File: src/rtl/md_issue_ctrl.sv
// Issue controller for the E-stage multiply/divide unit: gates Start, mirrors the
// unit's busy window with a local countdown, stalls D and keeps saturating perf counters.
module md_issue_ctrl #(
  parameter int MUL_LAT = 5,
  parameter int DIV_LAT = 10,
  parameter int CNT_W   = 16
) (
  input  logic             clk,
  input  logic             reset,
  input  logic             Req,
  input  logic             D_MDClass,
  input  logic             E_Start,
  input  logic [2:0]       E_MDOp,
  input  logic             MD_Busy,
  output logic             Start,
  output logic [2:0]       MDOp,
  output logic             Stall,
  output logic             BusyMirror,
  output logic [3:0]       Cnt,
  output logic             Mismatch,
  output logic [CNT_W-1:0] MulCnt,
  output logic [CNT_W-1:0] DivCnt,
  output logic [CNT_W-1:0] StallCnt
);

  // Start is a one-cycle strobe with no ready: the unit can take an op whenever
  // BusyMirror is 0, and Busy rises on the cycle after Start.
  localparam logic [2:0] MD_DIV  = 3'b010;
  localparam logic [2:0] MD_DIVU = 3'b011;
  localparam logic [3:0] MUL_LAT_C = 4'(MUL_LAT);
  localparam logic [3:0] DIV_LAT_C = 4'(DIV_LAT);

  typedef enum logic [1:0] {S_IDLE, S_MUL, S_DIV} state_t;

  state_t           state_q, state_d;
  logic [3:0]       cnt_q, cnt_d;
  logic             mismatch_q, mismatch_d;
  logic [CNT_W-1:0] mul_cnt_q, mul_cnt_d;
  logic [CNT_W-1:0] div_cnt_q, div_cnt_d;
  logic [CNT_W-1:0] stall_cnt_q, stall_cnt_d;

  logic idle, accept, is_div, violation, busy_diff;

  function automatic logic [CNT_W-1:0] sat_inc(input logic [CNT_W-1:0] v);
    return (&v) ? v : v + {{(CNT_W-1){1'b0}}, 1'b1};
  endfunction

  always_comb begin
    state_d     = state_q;
    cnt_d       = cnt_q;
    mul_cnt_d   = mul_cnt_q;
    div_cnt_d   = div_cnt_q;
    stall_cnt_d = stall_cnt_q;

    idle      = (state_q == S_IDLE);
    accept    = reset & idle & E_Start & ~Req;
    is_div    = (E_MDOp == MD_DIV) | (E_MDOp == MD_DIVU);
    violation = ~idle & E_Start;
    busy_diff = (MD_Busy != ~idle);

    Start      = accept;
    MDOp       = E_MDOp;
    Stall      = reset & D_MDClass & (~idle | E_Start);
    BusyMirror = ~idle;
    Cnt        = cnt_q;
    MulCnt     = mul_cnt_q;
    DivCnt     = div_cnt_q;
    StallCnt   = stall_cnt_q;

    // An E_Start arriving mid-window is dropped; it only raises the error flag.
    mismatch_d = mismatch_q | busy_diff | violation;
    Mismatch   = reset & mismatch_d;

    case (state_q)
      S_IDLE: begin
        if (accept) begin
          if (is_div) begin
            state_d   = S_DIV;
            cnt_d     = DIV_LAT_C;
            div_cnt_d = sat_inc(div_cnt_q);
          end else begin
            state_d   = S_MUL;
            cnt_d     = MUL_LAT_C;
            mul_cnt_d = sat_inc(mul_cnt_q);
          end
        end
      end
      S_MUL, S_DIV: begin
        if (cnt_q == 4'd1) begin
          state_d = S_IDLE;
          cnt_d   = 4'd0;
        end else begin
          cnt_d = cnt_q - 4'd1;
        end
      end
      default: begin
        state_d = S_IDLE;
        cnt_d   = 4'd0;
      end
    endcase

    if (Stall) stall_cnt_d = sat_inc(stall_cnt_q);
  end

  always_ff @(posedge clk or negedge reset) begin
    if (!reset) begin
      state_q     <= S_IDLE;
      cnt_q       <= 4'd0;
      mismatch_q  <= 1'b0;
      mul_cnt_q   <= '0;
      div_cnt_q   <= '0;
      stall_cnt_q <= '0;
    end else begin
      state_q     <= state_d;
      cnt_q       <= cnt_d;
      mismatch_q  <= mismatch_d;
      mul_cnt_q   <= mul_cnt_d;
      div_cnt_q   <= div_cnt_d;
      stall_cnt_q <= stall_cnt_d;
    end
  end

endmodule
File: config.mk
export PLATFORM = sky130hd
export DESIGN_NAME = md_issue_ctrl
export DESIGN_NICKNAME = d
export VERILOG_FILES = /design/src/rtl/md_issue_ctrl.sv
export SDC_FILE = /design/constraint.sdc
export NUM_CORES = 1
export LEC_CHECK = 0
export ABC_AREA = 1
export CAP_MARGIN = 15
export CORE_MARGIN = 2
export CORE_UTILIZATION = 47
export CTS_CLUSTER_SIZE = 10
export DETAILED_ROUTE_END_ITERATION = 10
export MAX_ROUTING_LAYER = met4
export PLACE_DENSITY_LB_ADDON = 0.08
export SLEW_MARGIN = 25
export SYNTH_ARGS = -nofsm -noshare
export SYNTH_HDL_FRONTEND = slang
export SYNTH_SLANG_ARGS = --single-unit
File: constraint.sdc
create_clock -name clk -period 1.5 [get_ports clk]
set_clock_uncertainty 0.1 [all_clocks]
set_input_delay 0.225 -clock clk [delete_from_list [all_inputs] [get_ports clk]]
set_output_delay 0.225 -clock clk [all_outputs]
set_load 0.01 [all_outputs]
==> flow_metrics.env, run 1 <==
export IMPL_fin_hold_ws_ns=0.0845
export IMPL_violations="negative setup slack"
export IMPL_viasPerCell=4.86
export IMPL_hold_viol=0
export IMPL_synth_cells=513
export IMPL_grt_busiest_layer="met2"
export IMPL_cp_required_ns=1.60
export IMPL_dpl_cell_area_um2=4950
export IMPL_root_buffer="clkbuf_8"
export IMPL_postLayoutCellArea_um2=5480
export IMPL_synth_warnings=0
export IMPL_cts_buffers=5
export IMPL_slew_headroom_pct=53.6
export IMPL_setup_viol=55
export IMPL_worst_r2r_endpoint="MulCnt[0]"
export IMPL_grtUsageMet2_pct=42.8
export IMPL_rrSetupSlack_ns=-0.23
export IMPL_io_buffers=65
export IMPL_dr_first_iter_drc_count=181
export IMPL_gp_congestion=0.839
export IMPL_antenna_found_initial=0
export IMPL_final_cell_mix="nand2_1, buf_4, dfrtp_1, nor2_1, inv_1"
export IMPL_area_growth_pct=54.9
export IMPL_peakVddDrop_v=0.000934
export IMPL_crit_family="buffers and inverters"
export IMPL_status="finished with violations"
export IMPL_ys_types=27
export IMPL_overflow=0
export IMPL_fin_crit_sh_pct=115
export IMPL_die_w_um=90.8
export IMPL_rsz0062_at_grt="yes"
export IMPL_tritoncts="yes"
export IMPL_fmax_mhz=580
export IMPL_path_cells="inv_2 -> ha_4 -> buf_6 -> nand3_4 -> buf_6 -> nor2_4 -> buf_12 -> buf_12 -> nand2_8 -> nand2_2 -> nand2_1"
export IMPL_reg2regPathDepth=11
export IMPL_pre_cts_slack_ns=-0.418
export IMPL_drc=0
export IMPL_post_dp_hpwl_um=6830
export IMPL_clock_sinks=55
export IMPL_grtUsageTotal_pct=24.9
export IMPL_critPathMaxFanout=9
export IMPL_crit_type="flip-flop to flip-flop"
export IMPL_cellLeakagePower_nw=2.78
export IMPL_power_density_nw_per_um2=935
export IMPL_slew_violations=0
export IMPL_r2r_start="state_q[0]"
export IMPL_clk_latency_ns=0.30
export IMPL_syn_nets=529
export IMPL_use_met3_pct=3.34
export IMPL_final_core_util_pct=75.2
export IMPL_hold_path_class="input pin to async pin"
export IMPL_critPathLaunchType="flip-flop"
export IMPL_ys_seq_elements=55
export IMPL_clk_path_buf_depth=2
export IMPL_h_tree_depth=2
export IMPL_crit_path_top_delay_cell="dfrtp_1"
export IMPL_drv_cap=0
export IMPL_rows=31
export IMPL_min_period_ns=1.73
export IMPL_diodes=0
export IMPL_start_util_pct=48.5
export IMPL_worst_slew_pin_slew_ns=0.695
export IMPL_antenna_left=0
export IMPL_cts_clk_slew_worst_paths_ns=0.10
export IMPL_die_height_um=90.8
export IMPL_fill_cells=605
export IMPL_design_core_area_um2=7290
export IMPL_die_area_um2=8240
export IMPL_setup_ws_ns=-0.225
export IMPL_synth_area_per_cell_um2=6.90
export IMPL_first_pass_iters=5
export IMPL_final_common_cell="nand2_1"
export IMPL_drive_gt1_share_pct=29.6
export IMPL_path_buf_inv=5
export IMPL_grt_max_degree=53
export IMPL_worstSetupEndpointType="flip-flop"
export IMPL_synth_yosys_seq_area_share_pct=38.9
export IMPL_use_met1_pct=30.7
export IMPL_io_pins=68
export IMPL_max_stage_delay_ns=0.40
export IMPL_crit_arrival_ns=1.82
export IMPL_wl_um=10100
export IMPL_synthesis_area_um2=3540
export IMPL_first_global_vias=3750
export IMPL_final_net_count=705
export IMPL_grt_first_pass_wirelength_um=16500
export IMPL_dr_total_vias=3838
export IMPL_wl_per_cell_um=12.8
[report_power, final]
part	total (W)	internal [W]	leakage [nW]	switching, W
clock	0.000866	0.000375	0.0482	0.000491
sequential	0.00184	0.00169	0.734	0.000151
combinational	0.00243	0.00120	1.99	0.00123
[layout make-up]
cell class | count | area [µm²] | area share [%]
Inverter | 48 | 185 | 3.38
Clock inverter | 1 | 5.00 | 0.0913
Clock buffer | 7 | 86.3 | 1.57
Sequential cell | 55 | 1390 | 25.3
Tap cell | 99 | 124 | 2.26
Multi-Input combinational cell | 403 | 2160 | 39.4
Timing Repair Buffer | 176 | 1540 | 28.0
[worst max path at each step]
stage             endpoint         from  depth (start not counted)  slack (ns)
3_5_place_dp      Mismatch      E_Start                          4       -0.42
4_1_cts          MulCnt[4]   state_q[0]                         11       -0.19
3_3_place_gp      Mismatch      E_Start                          4       -0.41
2_1_floorplan  StallCnt[3]  StallCnt[0]                          9       -0.07
5_1_grt          MulCnt[0]   state_q[0]                         11       -0.29
6_report         MulCnt[0]   state_q[0]                         11       -0.23
[flip-flops by register name, indices dropped and copies added, names as in the netlist]
name and flops:
DivCnt 16, Cnt 4, MulCnt 16, mismatch_q 1, StallCnt 16, state_q 2
[metrics by stage]
step	cells	TNS [ns]	total power, W
5_1_grt	789	-11.65	0.00547
3_3_place_gp	747	-15.45	0.00389
2_1_floorplan	513	-0.672	0.00295
3_5_place_dp	747	-16.32	0.00395
6_report	789	-6.63	0.00513
4_1_cts	782	-6.30	0.00503
[repair_timing]
item,in CTS,in global routing
hold buffers,2,0
pin swaps,13,9
buffers inserted,24,5
resized for setup,117,42
endpoints found under the setup margin,99,71
endpoints found under the hold margin,3,0
cloned,1,2
[logic make-up after synthesis]
kind of cell	share of synthesized area [%]
compound gates	3.89
xor+xnor	5.44
fa+ha+maj	2.47
buf+inv	7.64
flops	38.9
simple gates	41.7
[cell usage after synthesis]
cell      count  area, µm²
a21oi_1       1       5.00
inv_1        44        165
nand3b_1      1       7.51
a21boi_0      1       7.51
buf_6         4       45.0
nand2_4       1       11.3
nand2_1     238        893
nand4_1      19        119
inv_2         3       11.3
xor2_1        5       43.8
inv_4         1       6.26
o21ai_2       1       8.76
o21ai_0      19       95.1
nand2_2       5       31.3
nand3_2       2       20.0
nor2_2        4       25.0
nor2_1       49        184
buf_2         1       5.00
buf_4         5       37.5
nand3_4       1       17.5
nand3_1      22        110
xnor2_1      17        149
o21ai_4       1       16.3
ha_1          7       87.6
dfrtp_1      55       1380
nor2_4        5       56.3
o21ai_1       1       5.00
[per-layer routing]
layer / up-vias / part of all wire [%]
met4: 0 / 1.3
met5: - / 0
li1: 1948 / -
met1: 1788 / 44
met3: 13 / 3.7
met2: 89 / 51
Power figures use the tool's default switching activity.
==> run 2: changes to the inputs <==
--- a/config.mk
+++ b/config.mk
@@ -12,7 +12,7 @@
 export CTS_CLUSTER_SIZE = 10
 export DETAILED_ROUTE_END_ITERATION = 10
 export MAX_ROUTING_LAYER = met4
-export PLACE_DENSITY_LB_ADDON = 0.08
+export PLACE_DENSITY_LB_ADDON = 0.25
 export SLEW_MARGIN = 25
 export SYNTH_ARGS = -nofsm -noshare
 export SYNTH_HDL_FRONTEND = slang
==> run 2 against run 1 <==
The flow still finishes with violations (negative setup slack). Global-route usage is essentially flat. Largest power group unchanged. Setup slack lost 0.021 ns. Total power shrank 0.17%.
==> flow_metrics.env, run 2 (synthesis results as in run 1) <==
export IMPL_status="finished with violations"
export IMPL_violations="negative setup slack"
export IMPL_tritoncts="yes"
export IMPL_worstSetupEndpointType="output port"
export IMPL_peakVddDrop_v=0.000816
export IMPL_die_height_um=90.8
export IMPL_path_cells="inv_2 -> ha_4 -> inv_4 -> buf_6 -> nor2_4 -> nor2_4 -> buf_6"
export IMPL_clk_path_buf_depth=2
export IMPL_min_period_ns=1.75
export IMPL_design_core_area_um2=7290
export IMPL_viasPerCell=4.98
export IMPL_antenna_left=0
export IMPL_post_dp_hpwl_um=6990
export IMPL_wl_per_cell_um=12.9
export IMPL_first_global_vias=3785
export IMPL_io_buffers=65
export IMPL_routedLengthMet1_um=4280
export IMPL_critPathMaxFanout=3
export IMPL_h_tree_depth=2
export IMPL_hold_path_class="input pin to async pin"
export IMPL_slew_headroom_pct=72.4
export IMPL_top_layer="met4"
export IMPL_crit_path_top_delay_cell="dfrtp_1"
export IMPL_cp_required_ns=1.17
export IMPL_diodes=0
export IMPL_cellLeakagePower_nw=2.70
export IMPL_die_w_um=90.8
export IMPL_crit_family="flip-flops"
export IMPL_antenna_found_initial=0
export IMPL_power_density_nw_per_um2=950
export IMPL_hold_viol=0
export IMPL_start_util_pct=48.5
export IMPL_drive_gt1_share_pct=29.1
export IMPL_rows=31
export IMPL_dr_total_vias=3897
export IMPL_fmax_mhz=573
export IMPL_slew_violations=0
export IMPL_fill_cells=590
export IMPL_fin_setup_tns_ns=-7.59
export IMPL_worst_slew_pin_slew_ns=0.414
export IMPL_overflow=0
export IMPL_root_buffer="clkbuf_8"
export IMPL_io_pins=68
export IMPL_reg2regPathDepth=11
export IMPL_critPathLaunchType="flip-flop"
export IMPL_wl_met2_um=5140
export IMPL_setup_ws_ns=-0.246
export IMPL_die_area_um2=8240
export IMPL_max_stage_delay_ns=0.40
export IMPL_grtUsageTotal_pct=24.8
export IMPL_cp_depth=7
export IMPL_final_common_cell="nand2_1"
export IMPL_clock_sinks=55
export IMPL_cts_clk_slew_worst_paths_ns=0.10
export IMPL_final_cells=783
export IMPL_rsz0062_at_grt="yes"
export IMPL_setup_viol=57
export IMPL_fin_crit_sh_pct=116
export IMPL_final_cell_mix="nand2_1, buf_4, dfrtp_1, nor2_1, inv_1"
export IMPL_wl_um=10100
export IMPL_crit_arrival_ns=1.42
export IMPL_rrSetupSlack_ns=-0.21
export IMPL_grt_max_degree=33
export IMPL_drv_cap=0
export IMPL_area_growth_pct=52.2
export IMPL_grt_first_pass_wirelength_um=16600
export IMPL_clk_latency_ns=0.31
export IMPL_first_pass_iters=4
export IMPL_dp_cells=743
export IMPL_wl_met3_um=466
export IMPL_final_net_count=699
export IMPL_gp_congestion=0.887
export IMPL_path_buf_inv=4
export IMPL_drc=0
export IMPL_crit_type="flip-flop to output port"
export IMPL_cts_buffers=5
export IMPL_dr_first_iter_drc_count=195
run 2: cell types whose count changed in the layout (fill, tap and decap cells not counted), sizes merged:
cell / change
dlymetal6s2s: -1
dlygate4sd3: -1
clkbuf: +1
buf: -5
dlygate4sd2: -6
clkdlybuf4s15: +6
run 2: tightest hold or removal path, cell delays in order:
cell and delay, ns:
buf_2 0.14, buf_4 0.13, buf_4 0.36
run 2: per-layer routing:
| layer | global-route usage (%) | vias up |
|---|---|---|
| li1 | - | 1943 |
| met1 | 28.4 | 1826 |
| met2 | 43.8 | 107 |
| met3 | 4.01 | 21 |
| met4 | 9.22 | 0 |
| met5 | - | - |
run 2: area by class of cell:
type | count | area, µm² | share of cell area (%)
clock buffer | 7 | 86.3 | 1.60
clock inverter | 1 | 5.00 | 0.0929
tap | 99 | 124 | 2.30
timing repair buffer | 170 | 1440 | 26.8
inverter | 48 | 185 | 3.44
sequential | 55 | 1390 | 25.8
multi-input combinational | 403 | 2150 | 40.0
run 2: what timing repair did:
action,in CTS,in global routing
cloned,1,2
hold buffers,1,0
pin swaps,6,12
setup endpoints to repair,112,77
buffers inserted,24,4
gates resized for setup,99,72
hold endpoints to repair,23,0
run 2: stage by stage:
stage	power (W)	setup slack, ns	area (µm²)	hold slack (ns)	util (%)
3_5_place_dp	0.00395	-0.557	4890	0.167	67.1
3_3_place_gp	0.00387	-0.507	4890	0.160	67.1
2_1_floorplan	0.00295	-0.0679	3630	-0.171	-
6_report	0.00512	-0.246	5390	0.00694	73.9
4_1_cts	0.00491	-0.265	5180	0.0147	71.1
5_1_grt	0.00545	-0.301	5390	0.0555	73.9
run 2: where the power goes:
group	switching (W)	leakage, nW	internal, W
sequential	0.000136	0.729	0.00169
combinational	0.00124	1.92	0.00118
clock	0.000502	0.0482	0.000375
run 2: final timing paths:
kind | start | to
worst max-delay path | state_q[0] | Stall
max in group asynchronous | reset | state_q[0]
min in group clk | E_MDOp[0] | MDOp[0]
worst min register to register | mismatch_q | mismatch_q
worst max register to register | state_q[0] | MulCnt[12]
worst min-delay path | reset | StallCnt[8]
==> run 3: changes to the inputs <==
--- a/config.mk
+++ b/config.mk
@@ -7,10 +7,10 @@
 export LEC_CHECK = 0
 export ABC_AREA = 1
 export CAP_MARGIN = 15
-export CORE_MARGIN = 2
 export CORE_UTILIZATION = 47
 export CTS_CLUSTER_SIZE = 10
 export DETAILED_ROUTE_END_ITERATION = 10
+export HOLD_SLACK_MARGIN = 0.05
 export MAX_ROUTING_LAYER = met4
 export PLACE_DENSITY_LB_ADDON = 0.25
 export SLEW_MARGIN = 25
==> run 3 against run 2 <==
Cell area grew 2.1%. Total power shrank 0.89%. Wire length up 6.5%. Sequential power about the same. Global-route usage is 4.0 points higher. Critical path depth is the same. Die area shrank 4.4%. First-iteration DRC count increased by 14%. Non-clock buffer count increased by 16. The run still ends with negative setup slack left.
==> flow_metrics.env, run 3 (synthesis results as in run 1) <==
export IMPL_status="finished with violations"
export IMPL_violations="negative setup slack"
export IMPL_worstSetupEndpointType="output port"
export IMPL_die_area_um2=7880
export IMPL_design_core_area_um2=7250
export IMPL_hold_viol=0
export IMPL_tritoncts="yes"
export IMPL_cts_buffers=5
export IMPL_dr_total_vias=3996
export IMPL_crit_arrival_ns=1.40
export IMPL_hold_path_class="input pin to output port"
export IMPL_postLayoutCellArea_um2=5500
export IMPL_dpl_cell_area_um2=4910
export IMPL_hold_depth=0
export IMPL_wl_per_cell_um=13.4
export IMPL_first_global_vias=3784
export IMPL_crit_type="flip-flop to output port"
export IMPL_setup_ws_ns=-0.222
export IMPL_fill_cells=553
export IMPL_worst_r2r_endpoint="MulCnt[6]"
export IMPL_min_period_ns=1.72
export IMPL_worst_slew_pin_slew_ns=0.434
export IMPL_io_pins=68
export IMPL_dr_first_iter_drc_count=223
export IMPL_rsz0062_at_grt="yes"
export IMPL_clk_path_buf_depth=2
export IMPL_fin_hold_ws_ns=0.350
export IMPL_reg2regPathDepth=11
export IMPL_drive_gt1_share_pct=30.8
export IMPL_slew_violations=0
export IMPL_die_w_um=88.8
export IMPL_slew_headroom_pct=71.1
export IMPL_first_pass_iters=5
export IMPL_critPathMaxFanout=3
export IMPL_total_power_w=0.00508
export IMPL_clk_latency_ns=0.31
export IMPL_max_stage_delay_ns=0.41
export IMPL_crit_path_top_delay_cell="dfrtp_1"
export IMPL_cts_clk_slew_worst_paths_ns=0.10
export IMPL_clock_sinks=55
export IMPL_cp_depth=7
export IMPL_setup_viol=51
export IMPL_cp_required_ns=1.17
export IMPL_path_cells="inv_2 -> ha_4 -> buf_6 -> nand3_4 -> buf_4 -> inv_2 -> buf_6"
export IMPL_crit_family="buffers and inverters"
export IMPL_fmax_mhz=581
export IMPL_final_common_cell="nand2_1"
export IMPL_min_from="E_MDOp[0]"
export IMPL_grtUsageTotal_pct=28.9
export IMPL_power_density_nw_per_um2=922
export IMPL_viasPerCell=5.00
export IMPL_post_dp_hpwl_um=6970
export IMPL_cellLeakagePower_nw=2.77
export IMPL_r2r_start="state_q[1]"
export IMPL_io_buffers=65
export IMPL_pre_cts_slack_ns=-0.452
export IMPL_h_tree_depth=2
export IMPL_rrSetupSlack_ns=-0.21
export IMPL_antenna_left=0
export IMPL_peakVddDrop_v=0.00104
export IMPL_drc=0
export IMPL_die_height_um=88.8
export IMPL_critPathLaunchType="flip-flop"
export IMPL_gp_congestion=0.901
export IMPL_start_util_pct=48.8
export IMPL_hold_end="MDOp[0]"
export IMPL_antenna_found_initial=0
export IMPL_grt_first_pass_wirelength_um=17100
export IMPL_drv_cap=0
export IMPL_final_net_count=716
export IMPL_overflow=0
export IMPL_wl_um=10800
export IMPL_fin_crit_sh_pct=115
export IMPL_root_buffer="clkbuf_8"
export IMPL_area_growth_pct=55.5
export IMPL_path_buf_inv=5
export IMPL_rows=31
export IMPL_final_cell_mix="nand2_1, buf_4, dfrtp_1, nor2_1, inv_1"
export IMPL_grt_max_degree=35
export IMPL_diodes=0
==> run 3: how the worst max path moves through the flow <==
stage / from / endpoint
CTS: state_q[0] / Stall
global route: state_q[1] / MulCnt[2]
global placement: E_Start / Mismatch
floorplan: StallCnt[0] / StallCnt[3]
finish: state_q[1] / Start
detailed placement: E_Start / Mismatch
==> run 3: per-layer routing <==
metal | vias to the layer above | GRT usage, % | routed length [µm] | part of all wire (%)
met2 | 134 | 49.4 | 5540 | 52
met4 | 0 | 9.38 | 225 | 2.1
li1 | 1974 | - | - | -
met3 | 21 | 4.29 | 517 | 4.8
met1 | 1867 | 34.8 | 4470 | 42
met5 | - | - | 0 | 0
==> run 3: worst reg2reg max path, stage by stage (launching register included) <==
cell and delay, ns:
dfrtp_1 0.41, inv_2 0.07, ha_4 0.16, buf_6 0.11
nand3_4 0.08, buf_6 0.12, nor2_4 0.13, buf_4 0.14
buf_6 0.12, nand2_8 0.07, nand2_2 0.06, o21ai_2 0.05
==> run 3: area by class of cell <==
type                       count  area [µm²]  share of cell area, %
sequential                    55        1390                   25.2
tap                           99         124                   2.25
inverter                      48         188                   3.41
timing repair buffer         186        1580                   28.8
timing repair inverter         1        6.26                  0.114
clock inverter                 1        5.00                 0.0909
multi-input combinational    403        2130                   38.8
clock buffer                   7        76.3                   1.39
==> run 3: timing repair <==
| item | in CTS | in global routing |
|---|---|---|
| gates cloned | 3 | 1 |
| hold buffers | 1 | 0 |
| buffers inserted | 36 | 8 |
| gates resized for setup | 121 | 55 |
| pin swaps | 16 | 12 |
| endpoints found under the setup margin | 110 | 80 |
| endpoints found under the hold margin | 55 | 0 |
==> run 3: stage by stage <==
| step | instances | TNS, ns | utilization [%] |
|---|---|---|---|
| detailed placement | 744 | -19.55 | 67.8 |
| floorplan | 513 | -0.672 | - |
| CTS | 791 | -7.48 | 73.8 |
| global route | 800 | -11.30 | 75.9 |
| finish | 800 | -7.97 | 75.9 |
| global placement | 744 | -19.83 | 67.8 |
==> run 3: power breakdown <==
part	switching, W	total [W]	internal [W]
logic	0.00122	0.00241	0.00119
registers	0.000141	0.00183	0.00169
clock network	0.000509	0.000840	0.000331
